## config.mk

```make
export PLATFORM = sky130hd
export DESIGN_NAME = zone_demux_seq
export DESIGN_NICKNAME = d
export VERILOG_FILES = /design/src/rtl/zone_demux_seq.sv
export SDC_FILE = /design/constraint.sdc
export NUM_CORES = 1
export LEC_CHECK = 0
export CAP_MARGIN = 20
export CORE_ASPECT_RATIO = 0.75
export CORE_MARGIN = 2
export CORE_UTILIZATION = 52
export CTS_CLUSTER_DIAMETER = 100
export DETAILED_ROUTE_END_ITERATION = 8
export PLACE_DENSITY = 0.77
export SLEW_MARGIN = 10
export SYNTH_ARGS = -nofsm -noshare
export SYNTH_HDL_FRONTEND = slang
export SYNTH_SLANG_ARGS = --single-unit
```

## constraint.sdc

```tcl
create_clock -name clk_i -period 1.75 [get_ports clk_i]
set_input_delay 0.35 -clock clk_i [delete_from_list [all_inputs] [get_ports clk_i]]
set_output_delay 0.35 -clock clk_i [all_outputs]
set_load 0.03 [all_outputs]
```

## src/rtl/zone_demux_seq.sv

```systemverilog
// zone_demux_seq: registered 1xN irrigation-zone demultiplexer with break-before-make
// and an auto-sequencing mode. At most one valve output is ever high.
//
// Ports:
//   clk_i          system clock, rising edge
//   reset_i        asynchronous active-high reset (internally released synchronously)
//   in_i           global enable; 0 closes all valves and freezes auto timing
//   mode_i         0 = manual (sel_i), 1 = auto sequence
//   sel_i          manual zone code, 1..N; 0 or >N selects no zone
//   start_i        auto: begin a sequence (accepted only when idle, mode_i=1, in_i=1)
//   dwell_i        cycles per zone, latched at start; 0 is treated as 1
//   zone_mask_i    auto: 1 = zone included; latched at start
//   out_o          one-hot/zero valve enables (registered)
//   active_zone_o  code 1..N of the zone on out_o, 0 if none (registered)
//   busy_o         auto sequence in progress
//   done_o         one-cycle pulse at the end of a complete auto sequence
module zone_demux_seq #(
    parameter int unsigned N       = 7,
    parameter int unsigned SEL_W   = 3,
    parameter int unsigned DWELL_W = 16,
    parameter int unsigned GAP     = 2
) (
    input  logic               clk_i,
    input  logic               reset_i,
    input  logic               in_i,
    input  logic               mode_i,
    input  logic [SEL_W-1:0]   sel_i,
    input  logic               start_i,
    input  logic [DWELL_W-1:0] dwell_i,
    input  logic [N-1:0]       zone_mask_i,
    output logic [N-1:0]       out_o,
    output logic [SEL_W-1:0]   active_zone_o,
    output logic               busy_o,
    output logic               done_o
);

    localparam int unsigned     GapW    = $clog2(GAP + 1);
    // Entering a gap from an open zone: this edge already produces the first closed cycle.
    localparam logic [GapW-1:0] GapLoad = GapW'(GAP - 1);
    // Pausing on in_i=0: the paused cycles do not count, all GAP closed cycles follow resume.
    localparam logic [GapW-1:0] GapFull = GapW'(GAP);

    localparam logic [1:0] StIdle = 2'd0;
    localparam logic [1:0] StGap  = 2'd1;
    localparam logic [1:0] StOn   = 2'd2;
    localparam logic [1:0] StFin  = 2'd3;

    // Reset synchroniser: asserts immediately, releases two clock edges later.
    logic [1:0] rst_sync_q;
    logic       rst_int;

    always_ff @(posedge clk_i or posedge reset_i) begin
        if (reset_i) rst_sync_q <= 2'b11;
        else         rst_sync_q <= {rst_sync_q[0], 1'b0};
    end
    assign rst_int = rst_sync_q[1];

    logic [1:0]         state_q, state_d;
    logic [SEL_W-1:0]   zone_q, zone_d;        // index 0..N-1 of the current/pending zone
    logic [SEL_W-1:0]   gtgt_q, gtgt_d;        // manual gap destination code
    logic [GapW-1:0]    gap_q, gap_d;
    logic [DWELL_W-1:0] dwell_left_q, dwell_left_d;
    logic [DWELL_W-1:0] dwell_lat_q, dwell_lat_d;
    logic [N-1:0]       mask_q, mask_d;
    logic               busy_q, busy_d;
    logic [N-1:0]       out_q, out_d;
    logic [SEL_W-1:0]   az_q, az_d;
    logic               done_q, done_d;

    logic [SEL_W-1:0]   target;
    logic [DWELL_W-1:0] dwell_eff;
    logic [SEL_W-1:0]   first_idx, next_idx;
    logic               first_vld, next_vld;

    always_comb begin
        target = '0;
        if (in_i && (sel_i != '0) && (int'(sel_i) <= int'(N))) target = sel_i;
    end

    assign dwell_eff = (dwell_i == '0) ? DWELL_W'(1) : dwell_i;

    // Lowest enabled zone at start, and lowest latched zone above the current one.
    always_comb begin
        first_vld = 1'b0;
        first_idx = '0;
        next_vld  = 1'b0;
        next_idx  = '0;
        for (int i = int'(N) - 1; i >= 0; i--) begin
            if (zone_mask_i[i]) begin
                first_vld = 1'b1;
                first_idx = SEL_W'(i);
            end
            if (mask_q[i] && (i > int'(zone_q))) begin
                next_vld = 1'b1;
                next_idx = SEL_W'(i);
            end
        end
    end

    always_comb begin
        state_d      = state_q;
        zone_d       = zone_q;
        gtgt_d       = gtgt_q;
        gap_d        = gap_q;
        dwell_left_d = dwell_left_q;
        dwell_lat_d  = dwell_lat_q;
        mask_d       = mask_q;
        busy_d       = busy_q;
        if (!mode_i) begin
            if (busy_q) begin
                // Abort the sequence, then break-before-make into the manual target.
                busy_d  = 1'b0;
                state_d = StGap;
                gtgt_d  = target;
                gap_d   = GapLoad;
            end else begin
                case (state_q)
                    StOn: begin
                        if (target == '0) begin
                            state_d = StIdle;
                        end else if (target != zone_q + SEL_W'(1)) begin
                            state_d = StGap;
                            gtgt_d  = target;
                            gap_d   = GapLoad;
                        end
                    end
                    StGap: begin
                        if (target == '0) begin
                            state_d = StIdle;
                        end else if (target != gtgt_q) begin
                            gtgt_d = target;
                            gap_d  = GapLoad;
                        end else if (gap_q == '0) begin
                            state_d = StOn;
                            zone_d  = target - SEL_W'(1);
                        end else begin
                            gap_d = gap_q - GapW'(1);
                        end
                    end
                    default: begin
                        state_d = StIdle;
                        if (target != '0) begin
                            state_d = StOn;
                            zone_d  = target - SEL_W'(1);
                        end
                    end
                endcase
            end
        end else if (!busy_q) begin
            // Auto mode, not sequencing: anything left open from manual closes.
            state_d = StIdle;
            if ((state_q == StIdle) && start_i && in_i) begin
                mask_d      = zone_mask_i;
                dwell_lat_d = dwell_eff;
                if (first_vld) begin
                    state_d      = StOn;
                    zone_d       = first_idx;
                    dwell_left_d = dwell_eff;
                    busy_d       = 1'b1;
                end else begin
                    state_d = StFin;
                end
            end
        end else begin
            case (state_q)
                StOn: begin
                    if (dwell_left_q <= DWELL_W'(1)) begin
                        if (next_vld) begin
                            state_d      = StGap;
                            zone_d       = next_idx;
                            dwell_left_d = dwell_lat_q;
                            gap_d        = GapLoad;
                        end else begin
                            state_d = StFin;
                            busy_d  = 1'b0;
                        end
                    end else begin
                        dwell_left_d = dwell_left_q - DWELL_W'(1);
                        if (!in_i) begin
                            state_d = StGap;
                            gap_d   = GapFull;
                        end
                    end
                end
                StGap: begin
                    if (in_i) begin
                        if (gap_q == '0) state_d = StOn;
                        else             gap_d   = gap_q - GapW'(1);
                    end
                end
                default: begin
                    state_d = StIdle;
                    busy_d  = 1'b0;
                end
            endcase
        end
    end

    // Outputs are registered copies of what the next state implies.
    always_comb begin
        out_d = '0;
        for (int i = 0; i < int'(N); i++) out_d[i] = (state_d == StOn) && (int'(zone_d) == i);
        az_d   = (state_d == StOn) ? zone_d + SEL_W'(1) : '0;
        done_d = (state_d == StFin);
    end

    always_ff @(posedge clk_i or posedge rst_int) begin
        if (rst_int) begin
            state_q      <= StIdle;
            zone_q       <= '0;
            gtgt_q       <= '0;
            gap_q        <= '0;
            dwell_left_q <= '0;
            dwell_lat_q  <= '0;
            mask_q       <= '0;
            busy_q       <= 1'b0;
            out_q        <= '0;
            az_q         <= '0;
            done_q       <= 1'b0;
        end else begin
            state_q      <= state_d;
            zone_q       <= zone_d;
            gtgt_q       <= gtgt_d;
            gap_q        <= gap_d;
            dwell_left_q <= dwell_left_d;
            dwell_lat_q  <= dwell_lat_d;
            mask_q       <= mask_d;
            busy_q       <= busy_d;
            out_q        <= out_d;
            az_q         <= az_d;
            done_q       <= done_d;
        end
    end

    assign out_o         = out_q;
    assign active_zone_o = az_q;
    assign busy_o        = busy_q;
    assign done_o        = done_q;

endmodule

```

* After elaboration in Yosys (flattened, before gate mapping)
Index checks and enable logic that the tools add are counted.
** Storage, ports and cells
- ROM bits :: 0
- Input port bits :: 31
- Memory bits (writable) :: 0
- Memories kept :: 0
- Register bits :: 63
- Latch bits :: 0
** Cells by class
- Shifts and indexed selects :: 0
- Bitwise operators :: 2
- Reduce and logical (&&, ||, !) cells :: 30
- Divide/modulo/power cells :: 0
- Order comparisons :: 7
- Equality and inequality tests :: 23
- Muxes and demuxes :: 92
- Add/subtract/negate cells :: 5
- $mul :: 0
** Operator list (count)
- 2-to-1 mux 16 bit :: 7
- 2-to-1 mux 3 bit :: 32
- 2-to-1 mux 2 bit :: 26
- 2-to-1 mux 1 bit :: 20
- != test 3 bit, second input constant :: 6
- less-or-equal comparator 16 x 1 -> 1 bit, second input constant :: 1
- logical AND 1 bit :: 16
- logical NOT 16 bit :: 1
- one-hot mux 2 bit (2 select lines) :: 4
- subtractor 16 x 1 -> 16 bit, second input constant :: 1
- equality test 3 bit, second input constant :: 4
- one-hot mux 3 bit (2 select lines) :: 2
- > comparator 3 bit, first input constant :: 3
- AND reduction 9 bit :: 1
- nonzero test 3 bit :: 3
- != test 4 bit, second input constant :: 2
- adder 3 x 1 -> 3 bit, second input constant :: 2
- equality test 2 bit, second input constant :: 3
- equality test 3 x 2 -> 1 bit, second input constant :: 2
- > comparator 2 x 3 -> 1 bit, first input constant :: 2
- logical NOT 3 bit :: 2
- != test 3 bit :: 2
- AND reduction 6 bit :: 1
- AND reduction 5 bit :: 1
- other kinds (11) :: 15

* Logic depth before layout (Yosys ltp)
Gate-level depths: netlist of the first run.
- Depth in word-level cells :: 15
- Gate-level depth with buffers :: 15
- Depth with buffers taken out :: 12

* Least setup slack after synthesis of the first run
Ideal clock, no wire load.
- Path type :: input to register
- From :: in in_i
- To :: reg az_q[2] (netlist: active_zone_o[2])
- Stages :: 15
- Slack :: -1298 ps
- Setup time :: 73 ps
- Data arrival time :: 2975 ps
- Path buffers :: 3
- Path through :: clkbuf_1 > clkbuf_1 > nand2_1 > ha_1 > a21bo_2 > clkbuf_1 > o21ai_0 > o21ai_0 > a31oi_1 > a311o_1 > o211ai_2 > inv_1 > ha_1 > ha_1 > nor2b_1
** Between the ends
- Cells in the longest elaborated chain, start to end :: 11
** Ends and longest elaborated chain
- from (decl) :: RTL line 25 : input logic in_i,
- logical AND 1 bit :: RTL line 77 : if (in_i && (sel_i != '0) && (int'(sel_i) <= int'(N))) target = sel_i;
- 2-to-1 mux 3 bit :: RTL line 77
- subtractor 3 x 1 -> 3 bit :: RTL line 135, 144
- 2-to-1 mux 3 bit :: RTL line 133 : end else if (gap_q == '0) begin
- 2-to-1 mux 3 bit :: RTL line 130 : end else if (target != gtgt_q) begin
- 2-to-1 mux 3 bit :: RTL line 128 : if (target == '0) begin
- one-hot mux 3 bit (2 select lines) :: RTL line 117 : case (state_q)
- 2-to-1 mux 3 bit :: RTL line 110 : if (busy_q) begin
- 2-to-1 mux 3 bit * :: RTL line 109 : if (!mode_i) begin
- via zone_d[0] :: RTL line 59 : logic [SEL_W-1:0] zone_q, zone_d;
- adder 3 x 1 -> 3 bit * :: RTL line 203 : az_d = (state_d == StOn) ? zone_d + SEL_W'(1) : '0;
- 2-to-1 mux 3 bit * :: RTL line 203
- via az_d[2] :: RTL line 67 : logic [SEL_W-1:0] az_q, az_d;
- to (signal assigned) :: RTL line 230 : az_q <= az_d;
- to (decl) :: RTL line 67
Mark *: on every way through the listed nets, which the timed path passes. The rest lies on a longest branch.
A chain may end at the register's enable or synchronous reset.

* Final worst setup path of the first run
- From :: reg zone_q[1]
- To :: reg az_q[2] (netlist: active_zone_o[2])
** Between the ends
- Cells in the longest elaborated chain, start to end :: 15
** Ends and longest elaborated chain
- from (decl) :: RTL line 59
- from (signal assigned) :: RTL line 222 : zone_q <= zone_d;
- > comparator 3 bit :: RTL line 93 : if (mask_q[i] && (i > int'(zone_q))) begin
- logical AND 1 bit :: RTL line 93
- 2-to-1 mux 3 bit / 2-to-1 mux 1 bit (equally long branches) (6 in series) :: RTL line 93
- 2-to-1 mux 3 bit :: RTL line 168 : if (next_vld) begin
- 2-to-1 mux 3 bit :: RTL line 167 : if (dwell_left_q <= DWELL_W'(1)) begin
- 2-to-1 mux 3 bit :: RTL line 165 : case (state_q)
- 2-to-1 mux 3 bit :: RTL line 149 : end else if (!busy_q) begin
- 2-to-1 mux 3 bit * :: RTL line 109
- via zone_d[1] :: RTL line 59
- adder 3 x 1 -> 3 bit * :: RTL line 203
- 2-to-1 mux 3 bit * :: RTL line 203
- via az_d[2] :: RTL line 67
Marks and branches as above.

==> impl_metrics.csv, run 1 <==
group,metric,value,unit
sta,layout_setup_ws,-1.620,ns
cts,clk_path_buf_depth,2,
cts,cts_buffers,9,
setup_path,crit_path_max_incr_delay,0.70,ns
route,vias_per_cell,7.636,
sta,fin_crit_sh,192.5,%
sta,grt_setup_unrepaired,"true",
floorplanning,io_pins,43,
setup_path,cp.required,2.03,ns
grt,grt_pass1_wl,30.83,mm
grt,track_usage,48.57,%
route,route.detailed.drc,81,
place,hpwl,8.934,mm
synthesis,synth_area_leaders,"dfrtp_1 37%, mux2_2 6.4%, a21oi_1 4.4%",
sta,setup_viol,61,
finish,antenna_cells,0,
synthesis,syn_avg_cell_area,9.037,sq um
route,routed-via-count,5689,
grt,antenna_found_initial,1,
route,final_antenna_net_count,0,
sta,holdWs,0.3432,ns
floorplanning,die_w,105.5,microns
setup_path,crit_buf_inv,1,
floorplanning,die_h,80.16,microns
status,violations,"design-rule violations, negative setup slack",
route,wire_per_inst,31.27,microns
synthesis,synth_edf_count,0,
sta,slew_violations,0,
sta,tightestPinTransition,0.7752,ns
grt,grt_util_met3,17.94,%
place,dp_cells,694,
place,placed_area,5607,sq um
sta,fin_setup_tns,-48.34,ns
synthesis,yosysSeqAreaShare,38.64,%
synthesis,yosysMostFrequentCell,"dfrtp_1",
setup_path,cp_cell_sequence,"inv_4, ha_4, a21boi_2, nor2_1, a221o_2, a2111oi_4, o21ai_1, nand3b_1, nand3b_1, ha_2, ha_4, nor2b_4",
sta,fmax,296.8,MHz
sta,hold_violations,0,
hold_path,hold_path.class,"register to async pin",
setup_path,crit_path_end_kind,"register",
synthesis,synthFlopType,"dfrtp_1",
route,wirelength,23.30,mm
sta,period_needed,3.370,ns
finish,area_growth,68.70,%
cts,clkSlewWorstSetupHoldPaths,0.09,ns
place,gp_congestion,1.019,
cts,cts_tree,"yes",
grt,grt_overflow,0,
power_and_ir_drop,power_leakage,2.964,nW
sta,slew_headroom,48.32,%
cts,cts_max_level,3,
sta,finalClockSkew,0.01751,ns
synthesis,synth_top_cell_area_share,37.34,%
synthesis,synth-async-reset-ratio,100.0,%
route,drtPass1Iterations,9,
setup_path,crit_path_start_kind,"register",
floorplanning,die-area,8460,sq um
floorplanning,initial_core_util,54.11,%
cts,holdBufCountCts,0,
grt,gr-usage-met2,75.48,%
setup_path,cp.arrival,3.65,ns
finish,final_area,6784,sq um
synthesis,ys_types,64,
finish,final_cells,745,
run,cap_violations,0,
power_and_ir_drop,worst_ir_drop_vdd,0.0008980,V
finish,nets,684,
synthesis,netlist_area,4021,sq um
cts,cts_root_buffer,"clkbuf_8",
power_and_ir_drop,pwr_density_cell,1138,nW/um^2
place,portBuffers,42,
synthesis,ys_ff_latch,62,
synthesis,yosys_warnings,0,
grt,grt_max_degree,61,
setup_path,cp_max_fo,4,
synthesis,synth_top_cell_by_area,"dfrtp_1",
cts,clk_latency,0.39,ns
cts,clock_sinks,62,
finish,drive_above_1_share,47.20,%
route,drtIter0Drc,1170,
floorplanning,row_count,27,
power_and_ir_drop,total_power,7.720,mW
setup_path,cp_slowest_cell,"a2111oi_4",
grt,grt_pass1_vias,5419,
setup_path,crit_type,"register to register",
grt,grt-busiest-layer,"met2",
grt,grt_use_met1,55.36,%
setup_path,worst_path_dominant_cell_family,"compound AO/OA/AOI/OAI gates",
floorplanning,core_area,7432,sq um
status,outcome,"finished with violations",
synthesis,ys_top_cells_by_count,"60 x dfrtp_1, 42 x nor2_1, 35 x a21oi_1",
synthesis,synth_fp_nets,490,
synthesis,syn-instance-count,445,
==> cell usage in the layout, fill, tap and decap left out, drive strengths merged, types with 10 or more instances in the layout <==
| cell | n |
|---|---|
| inv | 21 |
| buf | 169 |
| mux2i | 15 |
| clkbuf | 11 |
| nand3 | 10 |
| ha | 14 |
| dfrtp | 60 |
| a21oi | 35 |
| nor3 | 14 |
| nand2 | 31 |
| nor2 | 42 |
| clkdlybuf4s50 | 35 |
| mux2 | 23 |
| o21ai | 25 |
==> through the flow <==
stage	util, %	worst slack, ns
6_report	91.28	-1.620
5_1_grt	91.28	-1.681
4_1_cts	88.64	-1.040
3_5_place_dp	75.44	-1.586
3_3_place_gp	75.44	-1.368
2_1_floorplan	-	-1.102
==> worst min-delay path: stages (launching register included) <==
cell,delay (ns)
dfstp_2,0.38
clkinvlp_4,0.07
buf_12,0.30
==> flip-flops by register name, indices dropped and copies added, names as in the netlist <==
name           flops
dwell_lat_q       16
dwell_left_q      16
out_o              7
mask_q             6
active_zone_o      3
gtgt_q             3
zone_q             3
gap_q              2
rst_sync_q         2
state_q            2
busy_o             1
done_o             1
==> what timing repair did <==
action                                  CTS  global route
buffers inserted                         22            15
resized for setup                       114            52
endpoints found under the setup margin   60            65
pin swaps                                13            15
gates cloned                              4             0
==> cell type report <==
| cell class | count | area, sq um |
|---|---|---|
| clock buffers | 11 | 151.4 |
| clock inverters | 5 | 81.33 |
| fillers | 246 | 648.1 |
| inverters | 23 | 98.84 |
| multi-input cells | 333 | 2870 |
| flip-flops and latches | 62 | 1556 |
| well taps | 101 | 126.4 |
| repair buffers | 210 | 1899 |
==> path summary, 6_finish.rpt <==
kind	slack, ns	from	cells past startpoint	endpoint
setup / recovery	-1.62	zone_q[1]	12	active_zone_o[2]
hold / removal	0.34	rst_sync_q[1]	2	dwell_left_q[3]
setup reg to reg	-1.62	zone_q[1]	12	active_zone_o[2]
hold reg to reg	0.34	rst_sync_q[1]	2	dwell_left_q[3]
max in group asynchronous	1.10	rst_sync_q[1]	2	dwell_left_q[13]
min in group clk_i	0.37	rst_sync_q[0]	0	rst_sync_q[1]
==> report_power, final <==
part / internal (mW) / total, mW / switching, mW / leakage [nW]
registers: 1.81 / 2.22 / 0.407 / 0.746
logic: 1.81 / 3.95 / 2.14 / 2.10
clock network: 0.879 / 1.56 / 0.676 / 0.116
total: 4.49 / 7.72 / 3.23 / 2.96
==> layer usage <==
layer  routed length (microns)  part of all wire [%]  up-vias
met5                         0                     0        -
met4                      2666                    11        0
met3                      3765                    16      341
met2                      9394                    40      752
met1                      7471                    32     2587
li1                          -                     -     2009
==> kinds of logic (layout without fill, tap and decap cells) <==
group                    count (synthesis)  count (layout)  share of synthesized area, %
AO/OA/AOI/OAI                          125             125                         21.56
adder cells (fa/ha/maj)                 14              14                         4.356
XOR/XNOR                                12              12                         2.614
flip-flops                              62              62                         38.64
AND/OR/NAND/NOR                        143             143                         17.74
other                                    1               1                       0.09325
multiplexers                            38              38                         10.17
buffers and inverters                   50             249                         4.823
Note: power is estimated with default switching activity, not from simulation.
==> run 2, diff against run 1 <==
ABC_CLOCK_PERIOD_IN_PS = 1750   (was not set)
CTS_CLUSTER_SIZE = 16   (was not set)
==> results of run 2 <==
Same layout as run 1: the final DEF is identical, and so are final timing and power.
==> run 3, diff against run 2 <==
CAP_MARGIN = 40   (was 20)
==> results of run 3 <==
Same layout as run 1: the final DEF is identical, and so are final timing and power.
